--- config.mk ---
export PLATFORM = sky130hd
export DESIGN_NAME = axil_regbus_bridge
export DESIGN_NICKNAME = d
export VERILOG_FILES = /design/src/rtl/axil_bridge_pkg.sv /design/src/rtl/axil_hold_reg.sv /design/src/rtl/axil_regbus_bridge.sv
export SDC_FILE = /design/constraint.sdc
export NUM_CORES = 1
export LEC_CHECK = 0
export ABC_AREA = 1
export CORE_AREA = 2 2 159 161
export CTS_BUF_LIST = sky130_fd_sc_hd__clkbuf_2
export CTS_CLUSTER_DIAMETER = 200
export DETAILED_ROUTE_END_ITERATION = 10
export DIE_AREA = 0 0 161 163
export PLACE_DENSITY = 0.66
export RECOVER_POWER = 100
export SLEW_MARGIN = 10
export SYNTH_ARGS = -nofsm -noshare
export SYNTH_HDL_FRONTEND = slang
export SYNTH_SLANG_ARGS = --single-unit
--- constraint.sdc ---
create_clock -name clk -period 6.5 [get_ports clk]
set_clock_uncertainty 0.05 [all_clocks]
set_input_delay 1.3 -clock clk [delete_from_list [all_inputs] [get_ports clk]]
set_output_delay 1.3 -clock clk [all_outputs]
set_load 0.005 [all_outputs]
--- src/rtl/axil_bridge_pkg.sv ---
// Shared types and helpers for the AXI4-Lite to REG_BUS bridge.
package axil_bridge_pkg;

  typedef enum logic [1:0] {
    OKAY   = 2'b00,
    SLVERR = 2'b10,
    DECERR = 2'b11
  } resp_t;

  typedef enum logic [2:0] {
    IDLE,
    WR_ISSUE,
    WR_RESP,
    RD_ISSUE,
    RD_WAIT,
    RD_RESP
  } state_t;

  typedef enum logic {
    WRITE = 1'b0,
    READ  = 1'b1
  } grant_t;

  // Number of byte-address bits below one data word.
  function automatic int addr_lsb(input int data_width);
    return $clog2(data_width / 8);
  endfunction

endpackage

--- src/rtl/axil_hold_reg.sv ---
// One-entry valid/ready holding register: accepts while empty, stays full until popped.
module axil_hold_reg #(
  parameter int W = 32
) (
  input  logic         clk,
  input  logic         rst,
  input  logic         valid,
  output logic         ready,
  input  logic [W-1:0] d,
  input  logic         pop,
  output logic         held,
  output logic [W-1:0] q
);

  always_ff @(posedge clk or posedge rst) begin
    if (rst) begin
      held <= 1'b0;
      q    <= '0;
    end else if (valid && !held) begin
      held <= 1'b1;
      q    <= d;
    end else if (pop) begin
      held <= 1'b0;
    end
  end

  assign ready = ~held;

endmodule

--- src/rtl/axil_regbus_bridge.sv ---
// AXI4-Lite slave to REG_BUS master bridge with fair write/read arbitration,
// window decode errors and a read timeout so a silent register file never hangs the host.
module axil_regbus_bridge
  import axil_bridge_pkg::*;
#(
  parameter int                    ADDR_WIDTH   = 32,
  parameter int                    DATA_WIDTH   = 32,
  parameter logic [ADDR_WIDTH-1:0] BASE_ADDR    = '0,
  parameter int                    ADDR_SPAN    = 4096,
  parameter int                    RD_TIMEOUT   = 255,
  parameter logic [31:0]           TIMEOUT_DATA = 32'hDEAD_BEEF
) (
  input  logic                    clk,
  input  logic                    rst,
  // Handshake rule on every channel: a beat transfers on a rising edge where valid
  // and ready are both 1; valid and payload stay stable until that edge.
  input  logic [ADDR_WIDTH-1:0]   s_axil_awaddr,
  input  logic [2:0]              s_axil_awprot,
  input  logic                    s_axil_awvalid,
  output logic                    s_axil_awready,
  input  logic [DATA_WIDTH-1:0]   s_axil_wdata,
  input  logic [DATA_WIDTH/8-1:0] s_axil_wstrb,
  input  logic                    s_axil_wvalid,
  output logic                    s_axil_wready,
  output logic [1:0]              s_axil_bresp,
  output logic                    s_axil_bvalid,
  input  logic                    s_axil_bready,
  input  logic [ADDR_WIDTH-1:0]   s_axil_araddr,
  input  logic [2:0]              s_axil_arprot,
  input  logic                    s_axil_arvalid,
  output logic                    s_axil_arready,
  output logic [DATA_WIDTH-1:0]   s_axil_rdata,
  output logic [1:0]              s_axil_rresp,
  output logic                    s_axil_rvalid,
  input  logic                    s_axil_rready,
  output logic                    m_reg_wren,
  output logic [ADDR_WIDTH-1:0]   m_reg_waddr,
  output logic [DATA_WIDTH-1:0]   m_reg_wdata,
  output logic [DATA_WIDTH/8-1:0] m_reg_wstrb,
  output logic                    m_reg_rden,
  output logic [ADDR_WIDTH-1:0]   m_reg_raddr,
  input  logic [DATA_WIDTH-1:0]   m_reg_rdata,
  input  logic                    m_reg_rvld,
  output state_t                  dbg_state
);

  localparam int                    LSB        = addr_lsb(DATA_WIDTH);
  localparam int                    SW         = DATA_WIDTH / 8;
  localparam logic [ADDR_WIDTH-1:0] ALIGN_MASK = {ADDR_WIDTH{1'b1}} << LSB;
  localparam logic [ADDR_WIDTH-1:0] SPAN       = ADDR_WIDTH'(ADDR_SPAN);
  localparam logic [DATA_WIDTH-1:0] TO_PATTERN = {(DATA_WIDTH/32){TIMEOUT_DATA}};
  localparam logic [15:0]           TO_COUNT   = 16'(RD_TIMEOUT);

  state_t                   state, state_d;
  grant_t                   last_grant;
  logic [15:0]              cnt;
  resp_t                    bresp_q, rresp_q;
  logic [DATA_WIDTH-1:0]    rdata_q;
  logic                     aw_held, w_held, ar_held, aw_pop, w_pop, ar_pop;
  logic [ADDR_WIDTH-1:0]    aw_q, ar_q, wr_off, rd_off;
  logic [DATA_WIDTH+SW-1:0] w_q;
  logic                     wr_hit, rd_hit, grant_wr, grant_rd, rd_done, rd_expired;
  logic                     unused_prot;

  assign unused_prot = ^{s_axil_awprot, s_axil_arprot};

  axil_hold_reg #(.W(ADDR_WIDTH)) u_aw (
    .clk(clk), .rst(rst), .valid(s_axil_awvalid), .ready(s_axil_awready),
    .d(s_axil_awaddr), .pop(aw_pop), .held(aw_held), .q(aw_q));
  axil_hold_reg #(.W(DATA_WIDTH + SW)) u_w (
    .clk(clk), .rst(rst), .valid(s_axil_wvalid), .ready(s_axil_wready),
    .d({s_axil_wstrb, s_axil_wdata}), .pop(w_pop), .held(w_held), .q(w_q));
  axil_hold_reg #(.W(ADDR_WIDTH)) u_ar (
    .clk(clk), .rst(rst), .valid(s_axil_arvalid), .ready(s_axil_arready),
    .d(s_axil_araddr), .pop(ar_pop), .held(ar_held), .q(ar_q));

  // Unsigned wrap-around makes addresses below BASE_ADDR decode as out of range.
  assign wr_off     = aw_q - BASE_ADDR;
  assign rd_off     = ar_q - BASE_ADDR;
  assign wr_hit     = wr_off < SPAN;
  assign rd_hit     = rd_off < SPAN;
  assign grant_wr   = aw_held && w_held && (!ar_held || last_grant == READ);
  assign grant_rd   = ar_held && !grant_wr;
  assign rd_done    = m_reg_rvld && (state == RD_ISSUE || state == RD_WAIT);
  assign rd_expired = (state == RD_WAIT) && (cnt >= TO_COUNT);
  assign dbg_state  = state;

  always_ff @(posedge clk or posedge rst) begin
    if (rst) state <= IDLE;
    else     state <= state_d;
  end

  always_comb begin
    state_d = state;
    case (state)
      IDLE: begin
        if (grant_wr)      state_d = wr_hit ? WR_ISSUE : WR_RESP;
        else if (grant_rd) state_d = rd_hit ? RD_ISSUE : RD_RESP;
      end
      WR_ISSUE: state_d = WR_RESP;
      WR_RESP:  if (s_axil_bready) state_d = IDLE;
      RD_ISSUE: state_d = m_reg_rvld ? RD_RESP : RD_WAIT;
      RD_WAIT:  if (m_reg_rvld || rd_expired) state_d = RD_RESP;
      RD_RESP:  if (s_axil_rready) state_d = IDLE;
      default:  state_d = IDLE;
    endcase
  end

  // REG_BUS fields are forced to 0 outside their strobe cycle.
  always_comb begin
    m_reg_wren    = 1'b0;
    m_reg_waddr   = '0;
    m_reg_wdata   = '0;
    m_reg_wstrb   = '0;
    m_reg_rden    = 1'b0;
    m_reg_raddr   = '0;
    aw_pop        = 1'b0;
    w_pop         = 1'b0;
    ar_pop        = 1'b0;
    s_axil_bvalid = (state == WR_RESP);
    s_axil_rvalid = (state == RD_RESP);
    case (state)
      IDLE: begin
        if (grant_wr && !wr_hit) begin
          aw_pop = 1'b1;
          w_pop  = 1'b1;
        end
        if (grant_rd && !rd_hit) ar_pop = 1'b1;
      end
      WR_ISSUE: begin
        m_reg_wren  = 1'b1;
        m_reg_waddr = wr_off & ALIGN_MASK;
        m_reg_wdata = w_q[DATA_WIDTH-1:0];
        m_reg_wstrb = w_q[DATA_WIDTH+SW-1:DATA_WIDTH];
        aw_pop      = 1'b1;
        w_pop       = 1'b1;
      end
      RD_ISSUE: begin
        m_reg_rden  = 1'b1;
        m_reg_raddr = rd_off;
        ar_pop      = 1'b1;
      end
      default: ;
    endcase
  end

  // Response payloads are set on entry to the response state and held until accepted.
  always_ff @(posedge clk or posedge rst) begin
    if (rst) begin
      last_grant <= READ;
      cnt        <= '0;
      bresp_q    <= OKAY;
      rresp_q    <= OKAY;
      rdata_q    <= '0;
    end else begin
      if (state == IDLE) begin
        if (grant_wr) begin
          last_grant <= WRITE;
          bresp_q    <= wr_hit ? OKAY : DECERR;
        end else if (grant_rd) begin
          last_grant <= READ;
          if (!rd_hit) begin
            rdata_q <= '0;
            rresp_q <= DECERR;
          end
        end
      end
      if (state == RD_ISSUE)     cnt <= 16'd1;
      else if (state == RD_WAIT) cnt <= cnt + 16'd1;
      if (rd_done) begin
        rdata_q <= m_reg_rdata;
        rresp_q <= OKAY;
      end else if (rd_expired) begin
        rdata_q <= TO_PATTERN;
        rresp_q <= SLVERR;
      end
    end
  end

  assign s_axil_bresp = bresp_q;
  assign s_axil_rresp = rresp_q;
  assign s_axil_rdata = rdata_q;

endmodule

# After elaboration in Yosys (flattened, before gate mapping)
# Cells that the tools add are included.
[word_totals]
regBits = 159
latch_bits = 0
ramBits = 0
romBits = 0
word_cells = 102
mem_count = 0
[op_classes]
addsub = 1
mul = 0
div_mod_pow = 0
n_lt_le_gt_ge = 3
eq_ne = 11
shift = 0
mux = 41
bitwise = 3
n_reduce_logical = 31
[ops]
columns = ["cell", "count"]
rows = [
  ["$mux 32", 9],
  ["$lt 32x13->1 const B", 2],
  ["$mux 16", 2],
  ["$mux 3", 6],
  ["$pmux 3 s6", 1],
  ["$add 16x1->16 const B", 1],
  ["$ge 16x8->1 const B", 1],
  ["$mux 2", 8],
  ["$mux 1", 12],
  ["$logic_and 1x1->1", 10],
  ["$reduce_bool 2->1", 5],
  ["$reduce_and 4->1", 2],
  ["$eq 3x2->1 const B", 2],
  ["$eq 3x3->1 const B", 2],
  ["$logic_not 1->1", 6],
  ["$ne 2x1->1 const B", 3],
  ["$ne 3x1->1 const B", 2],
  ["$reduce_bool 3->1", 2],
  ["$mux 4", 1],
  ["$pmux 1 s2", 2],
  ["$reduce_and 2->1", 2],
  ["$eq 3x1->1 const B", 1],
  ["$logic_not 3->1", 1],
  ["$logic_or 1x1->1", 3],
  ["2 further kinds", 4],
]

# Longest topological paths before layout
[logic_depth]
word_depth = 10
depth_mapped = 12
mapped_depth_nobuf = 11

# By module
# Synthesis repeated with hierarchy kept, for this count alone.
[unflattened]
cells_unflattened = 1069
area_unflattened_um2 = 7982.7
[modules_own_cells]
columns = ["mod", "instances", "cells_per_inst", "area_per_inst_um2", "seq_area_each_um2"]
rows = [
  ["axil_regbus_bridge", 1, 623, 3721.1, 1377.6],
  ["axil_hold_reg (u_ar ...)", 2, 143, 1336.3, 825.8],
  ["axil_hold_reg (u_w)", 1, 160, 1589.0, 925.9],
]

# Least setup slack after synthesis
# No wires, ideal clock.
[synth_path]
path_kind = "reg2out"
from = "register state[2] (netlist: dbg_state[2])"
to = "output m_reg_waddr[21]"
t_arrival_ns = 1.325
t_required_ns = 5.150
slack_ns = 3.825
stages_incl_launch_ff = 8
path_cell_list = "dfrtp_1 -> inv_2 -> nand2_4 -> nor2_1 -> inv_2 -> buf_2 -> buf_1 -> nor2_1"
[synth_via]
elab_chain_cells = 2
[synth_lines]
columns = ["item", "line", "text"]
rows = [
  ["from (decl)", "axil_regbus_bridge.sv:54", "state_t state, state_d;"],
  ["from (signal assigned)", "axil_regbus_bridge.sv:90", "else state <= state_d;"],
  ["$eq 3x1->1", "axil_regbus_bridge.sv:122", "case (state)"],
  ["$mux 32", "axil_regbus_bridge.sv:122", ""],
  ["to (decl)", "axil_regbus_bridge.sv:37", "output logic [ADDR_WIDTH-1:0] m_reg_waddr,"],
]
# Every way passes these cells.

# Worst setup path in the final report
[layout_path]
from = "register state[2] (netlist: dbg_state[2])"
to = "output m_reg_waddr[9]"
# Same word-level chain as after synthesis.

==> run metrics <==
status finished, violations left; failing checks max-capacitance violations, max-slew violations; IO Port Bufs 281; hold depth 2; Remaining DRCs 0; Pwr Density 365 nW/um^2; synth warn 0; Worst Reg-to-Reg Cells 10; cell with the most instances after synthesis nor2_1; worst skew pair latency 0.72 ns; Worst VDD drop 0.207 mV; post-synth top area cell dfrtp_1; CP arrival 3.35 ns; Post-Syn Instances 940; Yosys cell types 32; wire per inst 13.2 um; synth cell count leaders nor2_1, nand2_1, dfrtp_1, inv_1, a21oi_1; top cell family by delay on the critical path buffers and inverters; clock buffer depth 2; DP Area 10300 um^2; # resized after CTS 0; Slew @ Worst Pin 3.00 ns; Pins Over Slew Limit 291; Pleak 0.00560 uW; die area 26200 um^2; fin crit period 4.70 ns; Congestion Overflow GR 0; first-pass GRT wire length 32500 um; P&R area growth vs syn 44.9%; layout cells sized above 1 4.37%; Worst Setup Start Kind flip-flop; Max-cap violations 5; count of final setup violators 0; unrepaired setup endpoints after global routing false; maximum fanout along the worst path 68; Slew headroom -99.8%; Worst Path Required 5.15 ns; final hold violation count 0; syn avg cell area 7.70 um^2; Final nets 1348; H-tree lvl count 4; Critical Path Max Stage Delay 0.76 ns; Hold WS 0.450 ns; share of the synthesized area in the top cell type 53.6%; Crit Reg-Reg Endpoint s_axil_rdata[27]; Post-synth ARST share 100%; final worst path period share 72.4%; Setup Crit Path Kind flip-flop to primary output; dominant cells by area after synthesis dfrtp_1, nor2_1, nand2_1; Worst setup EP type primary output; Reg2Reg Launch Point dbg_state[2]; slowest cell on the critical path clkbuf_2; worst hold endpoint s_axil_rdata[14]; initial core utilization 29.3%; final setup TNS 0 ns; initial antenna violation count 2; Die Y 163 um; clock root cell clkbuf_2; # hold bufs at CTS 0; DRT iter0 DRCs 335; most frequent CP cell nor2_1; reg-to-reg slack, setup 2.83 ns; largest net degree at the start of global routing 105; Setup Buffers After CTS 0; Fillers 2564; Chip Width 161 um; io pins 292; vias in the first global route 6381; hold path start s_axil_rdata[14]; Synth Flop Type dfrtp_1; num rows 58; Hold WC Path Type flip-flop to flip-flop; routed via count 6700; Post-synth EDFFs 0; Core Region 24700 um^2; post-DP HPWL 14200 um; #FFs+latches synth 156; post-route ant nets 0; final instance area 10500 um^2; post-layout util 42.5%; First-pass DRT Iterations 5; Total Wirelength 20400 um; FMAX 213 MHz; Avg Vias per Cell 4.33; CTS tree done; worst path bufs/invs 4; Clock Sinks 156; GPL Wtd Cong 0.760; Num CTS Buffers 17; Post-Syn Area 7240 um^2; Seq/Total Area, Yosys 53.9%; Reg clk slew, reported paths 0.24 ns; crit-path cells inv_1 > nand2_4 > nor2_1 > inv_2 > clkbuf_2 > nor2_1 > dlygate4sd3_1; Total GRT Usage 15.6%
per-stage QoR:
| stage | total power, uW | instances | setup slack, ns |
|---|---|---|---|
| floorplan | 2540 | 941 | 0.945 |
| global placement | 3410 | 1512 | 3.08 |
| detailed placement | 3450 | 1512 | 3.09 |
| CTS | 4020 | 1544 | 2.25 |
| global route | 4200 | 1545 | 1.26 |
| finish | 3830 | 1546 | 1.80 |
area by class of cell:
type / count / area (um^2) / area share [%]
clock buffers: 19 / 95.1 / 0.907
repair buffers: 284 / 2830 / 26.9
flip-flops and latches: 156 / 3910 / 37.2
clock inverters: 13 / 141 / 1.35
multi-input cells: 583 / 2500 / 23.8
diodes: 2 / 5.00 / 0.0477
well taps: 330 / 413 / 3.94
inverters: 159 / 607 / 5.79
cell usage in the layout, fill, tap and decap left out, drive strengths merged:
cell type      instances
o21ai                 21
nand3b                 1
nor2                 231
clkbuf                22
and2                   1
o21a                   1
conb                   2
ha                     1
diode                  2
dfrtp                155
nand4                  8
o211ai                 1
nand3                 18
dlygate4sd3          145
bufinv                 2
nor4                   1
clkinv                 2
nor3                   7
o211a                  1
clkdlybuf4s50        136
a21oi                105
inv                  163
a32o                   1
nand2                182
xnor2                  1
dfstp                  1
clkinvlp               5
flip-flops by register name, summed over array words and instances, names as in the netlist:
register      flops
u_aw.q           30
u_ar.held         1
s_axil_rdata     32
u_w.held          1
last_grant        1
s_axil_rresp      2
u_ar.q           32
cnt              16
s_axil_bresp      1
u_aw.held         1
u_w.q            36
dbg_state         3
layer usage:
layer / wire length, um / GRT usage, % / vias up
li1: - / - / 3358
met4: 326 / 4.46 / 0
met1: 8630 / 18.9 / 3145
met5: 0 / 0 / -
met3: 1560 / 5.81 / 16
met2: 9850 / 26.1 / 181
power by group:
part	total, uW	internal (uW)	leakage [uW]	switching [uW]
clock	559	181	0.000132	377
sequential	1540	1370	0.00181	162
combinational	1740	778	0.00366	959
logic make-up (layout without fill, tap and decap cells):
group / Yosys count / count (layout) / share of synthesized area (%)
buffers and inverters: 202 / 475 / 11.1
XOR/XNOR: 1 / 1 / 0.121
AO/OA/AOI/OAI: 130 / 130 / 9.26
AND/OR/NAND/NOR: 449 / 449 / 25.3
adder cells (fa/ha/maj): 1 / 1 / 0.173
other: 1 / 4 / 0.0518
flip-flops: 156 / 156 / 53.9
worst reg2reg max path, delay by kind of cell, from the launching register on:
family        cells  cell delay, ns
buf+inv           2            0.43
flops             1            0.47
simple gates      8            2.62
worst max-delay path by stage:
stage / from / to / slack [ns] / cells past startpoint
after floorplan: rst / cnt[0] / 0.95 / 1
after global placement: rst / u_w.q[3] / 3.08 / 3
after detailed placement: rst / u_w.q[3] / 3.09 / 3
after CTS: dbg_state[2] / m_reg_waddr[9] / 2.25 / 7
after global routing: rst / u_w.q[20] / 1.26 / 3
final: dbg_state[2] / m_reg_waddr[9] / 1.80 / 7
No activity file was read; power rests on OpenSTA's default activity.
